File: src/rtl/delay_window_monitor.sv
// delay_window_monitor
// Runtime checker for the bounded-delay implication a |-> ##[MIN_DLY:MAX_DLY] b.
// Each sampled a opens one obligation. The obligation rides a shift vector
// until a b inside its window discharges it, or until it falls off the end
// unmet. Reset acts as the disable: it drops every open obligation without
// reporting a fail.
module delay_window_monitor #(
    parameter int MIN_DLY = 1,
    parameter int MAX_DLY = 2,
    parameter int CNT_W   = 16
) (
    input  logic                         clock,
    input  logic                         reset,
    input  logic                         a,
    input  logic                         b,
    output logic                         pass,
    output logic                         fail,
    output logic                         fail_sticky,
    output logic [$clog2(MAX_DLY+1)-1:0] open_cnt,
    output logic [CNT_W-1:0]             pass_count,
    output logic [CNT_W-1:0]             fail_count
);

    localparam int OW    = $clog2(MAX_DLY + 1);
    localparam int SUM_W = ((CNT_W > OW) ? CNT_W : OW) + 1;
    localparam logic [CNT_W-1:0] CNT_MAX = {CNT_W{1'b1}};

    // Number of set bits in an obligation-shaped vector.
    function automatic logic [OW-1:0] popcount(input logic [MAX_DLY:1] v);
        logic [OW-1:0] cnt;
        cnt = {OW{1'b0}};
        for (int i = 1; i <= MAX_DLY; i++) begin
            cnt = cnt + OW'(v[i]);
        end
        return cnt;
    endfunction

    // obl_r[k] = 1: an obligation opened k edges ago is still waiting for b.
    logic [MAX_DLY:1] obl_r;
    logic             pass_r;
    logic             fail_r;
    logic             fail_sticky_r;
    logic [OW-1:0]    open_cnt_r;
    logic [CNT_W-1:0] pass_count_r;
    logic [CNT_W-1:0] fail_count_r;

    logic [MAX_DLY:1] hit_s;
    logic [MAX_DLY:1] obl_next_s;
    logic             expire_s;
    logic [OW-1:0]    hit_cnt_s;
    logic [SUM_W-1:0] pass_sum_s;
    logic [CNT_W-1:0] pass_count_next_s;
    logic [CNT_W-1:0] fail_count_next_s;

    // Decide which obligations b discharges, which one expires, and advance the vector.
    always_comb begin
        hit_s      = {MAX_DLY{1'b0}};
        obl_next_s = {MAX_DLY{1'b0}};
        for (int k = 1; k <= MAX_DLY; k++) begin
            if (k >= MIN_DLY) begin
                hit_s[k] = obl_r[k] & b;
            end else begin
                // Too early: b does not count and the obligation stays open.
                hit_s[k] = 1'b0;
            end
        end
        expire_s      = obl_r[MAX_DLY] & ~b;
        obl_next_s[1] = a;
        // The entry at MAX_DLY has no successor, so it always leaves here.
        for (int k = 1; k < MAX_DLY; k++) begin
            obl_next_s[k+1] = obl_r[k] & ~hit_s[k];
        end
    end

    // Saturating counter updates: add at full width, then clamp.
    always_comb begin
        hit_cnt_s  = popcount(hit_s);
        pass_sum_s = SUM_W'(pass_count_r) + SUM_W'(hit_cnt_s);
        if (pass_sum_s > SUM_W'(CNT_MAX)) begin
            pass_count_next_s = CNT_MAX;
        end else begin
            pass_count_next_s = pass_sum_s[CNT_W-1:0];
        end
        if (expire_s && (fail_count_r != CNT_MAX)) begin
            fail_count_next_s = fail_count_r + {{(CNT_W-1){1'b0}}, 1'b1};
        end else begin
            fail_count_next_s = fail_count_r;
        end
    end

    // Obligation vector and registered report outputs; reset drops everything silently.
    always_ff @(posedge clock or posedge reset) begin
        if (reset) begin
            obl_r         <= {MAX_DLY{1'b0}};
            pass_r        <= 1'b0;
            fail_r        <= 1'b0;
            fail_sticky_r <= 1'b0;
            open_cnt_r    <= {OW{1'b0}};
            pass_count_r  <= {CNT_W{1'b0}};
            fail_count_r  <= {CNT_W{1'b0}};
        end else begin
            obl_r         <= obl_next_s;
            pass_r        <= |hit_s;
            fail_r        <= expire_s;
            fail_sticky_r <= fail_sticky_r | expire_s;
            open_cnt_r    <= popcount(obl_next_s);
            pass_count_r  <= pass_count_next_s;
            fail_count_r  <= fail_count_next_s;
        end
    end

    assign pass        = pass_r;
    assign fail        = fail_r;
    assign fail_sticky = fail_sticky_r;
    assign open_cnt    = open_cnt_r;
    assign pass_count  = pass_count_r;
    assign fail_count  = fail_count_r;

endmodule
File: config.mk
export PLATFORM = sky130hd
export DESIGN_NAME = delay_window_monitor
export DESIGN_NICKNAME = d
export VERILOG_FILES = /design/src/rtl/delay_window_monitor.sv
export SDC_FILE = /design/constraint.sdc
export NUM_CORES = 1
export LEC_CHECK = 0
export CELL_PAD_IN_SITES_DETAIL_PLACEMENT = 0
export CELL_PAD_IN_SITES_GLOBAL_PLACEMENT = 1
export CORE_ASPECT_RATIO = 1.4
export CORE_MARGIN = 8
export CORE_UTILIZATION = 35
export CTS_CLUSTER_SIZE = 28
export DETAILED_ROUTE_END_ITERATION = 8
export GPL_ROUTABILITY_DRIVEN = 1
export PLACE_DENSITY = 0.84
export SLEW_MARGIN = 30
export SYNTH_ARGS = -nofsm -noshare
export SYNTH_HDL_FRONTEND = slang
export SYNTH_SLANG_ARGS = --single-unit
File: constraint.sdc
create_clock -name clock -period 2.08 [get_ports clock]
set_input_delay 0.208 -clock clock [delete_from_list [all_inputs] [get_ports clock]]
set_output_delay 0.208 -clock clock [all_outputs]
set_load 0.01 [all_outputs]
# Yosys cells after proc, flatten, opt, wreduce, memory -nomap -nowiden

Cells that the tools add are included.

Equality and inequality tests: 1
Reduce and logical (&&, ||, !) cells: 2
Bitwise gates (word level): 7
Multipliers: 0
Shifts and indexed selects: 0
$add $sub $neg: 4
$lt $le $gt $ge: 1
Div/mod/pow operators: 0
Mux-type cells: 1

Operators with widths:

| operator              | count |
|---|---|
| $add 16x2->17         | 1 |
| $gt 17x16->1 const B  | 1 |
| $add 16x1->16 const B | 1 |
| $mux 16               | 1 |
| $ne 16x16->1 const B  | 1 |
| $add 1x1->2           | 2 |
| $and 1x1->1           | 4 |
| $not 1->1             | 2 |
| $reduce_or 2->1       | 1 |
| $logic_and 1x1->1     | 1 |
| $or 1x1->1            | 1 |

RAM bits: 0
Memory bits (read-only): 0
Logic and storage cells: 23
Output and inout bits: 37
Bits in latches: 0
Bits in registers: 39
Memories kept: 0
Bits of input ports: 4

# Depth between registers and ports, before layout

Depth in word-level cells: 5
Gate-level depth with buffers: 8
Mapped depth without buffers: 8

# Worst setup path after synthesis

OpenSTA, ideal clock, no wires.

Kind: reg-to-reg
From: register pass_count_r[0], in the netlist pass_count[0]
To: register pass_count_r[3], in the netlist pass_count[3]
Data arrival time: 1.925 ns
Cell stages (with the launch flop): 9
Setup time: 0.065 ns
Setup slack: 0.089 ns
Buffers on the path: 1
Period minus slack after synthesis: 1.991 ns
Cell sequence: dfrtp_1 inv_1 fa_1 inv_1 ha_1 nand4_1 or4_4 buf_6 nand2_1

Word-level cells in the longest chain between the ends: 3

Ends and longest elaborated chain:

| item                           | RTL line | RTL |
|---|---|---|
| from (decl)                    | 44       | `logic [CNT_W-1:0] pass_count_r;` |
| from (signal assigned)         | 99       | `pass_count_r <= {CNT_W{1'b0}};` |
| from (signal assigned)         | 107      | `pass_count_r <= pass_count_next_s;` |
| $add 16x2->17 (*)              | 78       | `pass_sum_s = SUM_W'(pass_count_r) + SUM_W'(hit_cnt_s);` |
| $gt 17x16->1                   | 79       | `if (pass_sum_s > SUM_W'(CNT_MAX)) begin` |
| $mux 16 (*)                    | 79       |  |
| named net pass_count_next_s[3] | 52       | `logic [CNT_W-1:0] pass_count_next_s;` |

The timed path passes the listed nets; every way through them passes the cells marked *.
A chain may end at the register's enable or synchronous reset.

# Worst setup path in the final report

From: register pass_count_r[0], in the netlist pass_count[0]
To: register pass_count_r[1], in the netlist pass_count[1]

The elaborated chain is that of the path after synthesis.

==> out/metrics.cfg <==
[logic_synthesis]
ys_seq_area_frac = 0.524
most_common_cell_in_the_synthesized_netlist = dfrtp_1
synth.cell_area_um2 = 1860
synth_ff_type = dfrtp_1
ys_async_rst_share = 1.00
postSynthRegisterBits = 39
ys.warnings.count = 0
synth.area.top_cells = dfrtp_1 (52%), xnor2_1 (5.6%), xor2_1 (5.2%), nand2_1 (4.8%), nand3_1 (3.8%)
syn-mean-instance-area_um2 = 11.0
ys_top_cells_by_count = dfrtp_1 (39), nand2_1 (24), nand3_1 (14), xnor2_1 (12), xor2_1 (11)
synth_top_cell_by_area = dfrtp_1
synthesis.nets = 178
synth_top_cell_area_share = 0.524
synthCells = 169
synth.distinct_cells = 30
edff_count_synth = 0

[setup_path]
critical_path_cell_count = 7
criticalPathCategory = flop to flop
timing.reg2reg.worst_path_depth = 7
worst_path_dominant_cell_family = simple AND/OR/NAND/NOR gates
setup.reg_to_reg.worst_slack_ps = 120
longest_individual_stage_delay_on_the_worst_path_ps = 510
cp_num_buf_inv = 2
path_cells = inv_1 -> fa_2 -> inv_1 -> ha_2 -> nand4_1 -> or4_4 -> or2b_1
critical_path.max_fanout = 7
reg2reg_from = pass_count[0]
crit_path_start_kind = flop
r2r_end = pass_count[1]
critical_path.most_common_cell = inv_1
arrival_ps = 2190
cp.required_ps = 2310
cp_slowest_cell = or4_4
critPathCaptureType = flop

[timing]
maxSlewHeadroom = 0.654
finalSetupViolCount = 0
grt_setup_unrepaired = no
finalHoldViolations = 0
min_period_ps = 1960
worst_pin_slew_ps = 514
clock.fmax_mhz = 510
finalCritPeriodShare = 0.942
number_of_pins_with_negative_max_slew_slack_in_the_final_report = 0
worst_skew_ps = 3.53

[pwr]
cell_internal_pwr_w = 0.00159
power_leakage_nw = 1.17
comb_power_share = 0.256
netSwitchingFraction = 0.294
power_frac_clock = 0.284
total_power_density_per_cell_area_nw_per_um2 = 883
switchingPower_w = 0.000665
seqPwrFrac = 0.460
peakVddDrop_mv = 0.506

[detailed_routing]
number_of_vias_per_cell = 4.99
totalWireLength_mm = 4.11
met3WireLength_um = 247
drtAntennaViolNets = 0
drcViolationCount = 0
first_iter_violations = 48
avgRoutedWirePerCell_um = 13.9
met2_length_mm = 1.99
detail_route.wirelength.met1_mm = 1.73
top_layer_used = met4
dr.pass1.iters = 6
vias = 1473

[placement]
io_buffers = 40
place_area_um2 = 2420
finalWeightedCongestion = 0.828
dpl.cell_count = 286
hpwlAfterDp_mm = 3.00

[clock_tree]
worstSkewPairLatency_ps = 290
cts_buffer_depth = 2
cts.sink_count = 39
cts_htree_levels = 2
post-cts-setup-buffers = 0
ctsRootBufferMaster = clkbuf_8
clk_transition_reported_paths_ps = 70
tritoncts = done
cts_made_buffers = 5

[global_route]
groute.usage.overall = 0.110
first_global_vias = 1534
first_pass_grt_wire_length_mm = 7.07
antenna_found_initial = 0
grt_max_degree = 40
grt-ovfl-total = 0

[die]
num_io_pins = 41
design.core.area_um2 = 5160
initial_cell_density_of_the_core = 0.361
fp.dieH_um = 102
fp-row-count = 31
design.die.area_um2 = 7950
fp.dieW_um = 77.7

[final_layout]
flow.area_growth_from_synthesis_pct = 37.4
design.final.nets = 237
post-route-util = 0.496
final_cells = 295
final-seq-area_um2 = 976
proportion_of_layout_cells_with_a_drive_suffix_above_1 = 0.153
final_area_um2 = 2560
final.fill_count = 499
multi_input_area_um2 = 876
diodes = 0

[worst_hold_path]
min_path_type = primary input to async pin

[flow_run]
max_cap_viol_count = 0

[outcome]
status = finished clean

[how the worst max path moves through the flow]
| stage | start | to | slack, ps |
|---|---|---|---|
| 2_1_floorplan | pass_count[0] | pass_count[3] | 90 |
| 3_3_place_gp | b | pass_count[1] | -260 |
| 3_5_place_dp | b | pass_count[1] | -310 |
| 4_1_cts | pass_count[0] | pass_count[1] | 10 |
| 5_1_grt | pass_count[0] | pass_count[1] | 20 |
| 6_report | pass_count[0] | pass_count[1] | 120 |
[flip-flops by register name, summed over array words and instances (netlist names)]
name,cells
open_cnt,2
fail_count,16
obl_r,2
fail_sticky,1
fail,1
pass_count,16
pass,1
[cells in the final DEF (no fill, tap or decap), types with 2 or more instances in the layout]
cell / n
inv_1: 5
buf_4: 12
a21oi_1: 2
clkdlybuf4s50_1: 39
dfrtp_1: 39
nand4_1: 9
ha_1: 3
or4_4: 2
clkbuf_8: 6
nor2_1: 4
nand2_1: 23
nand3_1: 14
nor3_1: 6
xnor2_1: 12
and3_1: 6
nor2b_1: 2
nand2b_1: 4
xor2_1: 11
nor4_1: 8
mux2_2: 5
[kinds of logic (layout without fill, tap and decap cells)]
group                      after synthesis  in the layout  synth area share
buffers and inverters                    6             65            0.0161
DFF                                     39             39             0.524
adders and majority gates                5              5            0.0376
xor gates and xnor gates                23             23             0.108
muxes                                    5              5            0.0302
and+or+nand+nor                         87             88             0.272
AOI/OAI and AO/OA                        4              4            0.0121
[tightest hold or removal path, stage by stage]
cell and delay [ps]:
clkdlybuf4s50_1 400, inv_1 50, buf_4 410
[stage by stage]
| step | setup WS, ps | hold WS [ps] | power [W] | TNS (ps) |
|---|---|---|---|---|
| after detailed placement | -312 | 452 | 0.00163 | -3580 |
| after global routing | 17.8 | 362 | 0.00242 | 0 |
| after floorplan | 89.4 | 239 | 0.00127 | 0 |
| final | 121 | 343 | 0.00226 | 0 |
| after CTS | 14.6 | 336 | 0.00230 | 0 |
| after global placement | -258 | 449 | 0.00163 | -2890 |
[layer usage]
layer	global-route usage	up-vias
li1	-	715
met1	0.116	701
met2	0.182	43
met3	0.0449	14
met4	0.0627	0
met5	0	-
[power groups by stage]
stage / clock network, W / logic, W / registers [W]
6_report: 0.000641 / 0.000579 / 0.00104
5_1_grt: 0.000710 / 0.000639 / 0.00107
4_1_cts: 0.000671 / 0.000591 / 0.00104
3_5_place_dp: 0 / 0.000582 / 0.00105
3_3_place_gp: 0 / 0.000579 / 0.00105
2_1_floorplan: 0 / 0.000200 / 0.00107
[layout make-up]
cell class | instances | share of cell area
Timing Repair Buffer | 52 | 0.191
Multi-Input combinational cell | 125 | 0.342
Inverter | 5 | 0.00733
Sequential cell | 39 | 0.381
Clock inverter | 2 | 0.0137
Clock buffer | 6 | 0.0323
Tap cell | 66 | 0.0323
[repair_timing]
item,CTS,global route
hold buffers,0,0
resized for setup,5,0
cloned,1,0
pin swaps,1,2
endpoints found under the setup margin,1,14
(Power assumes the default switching activity.)
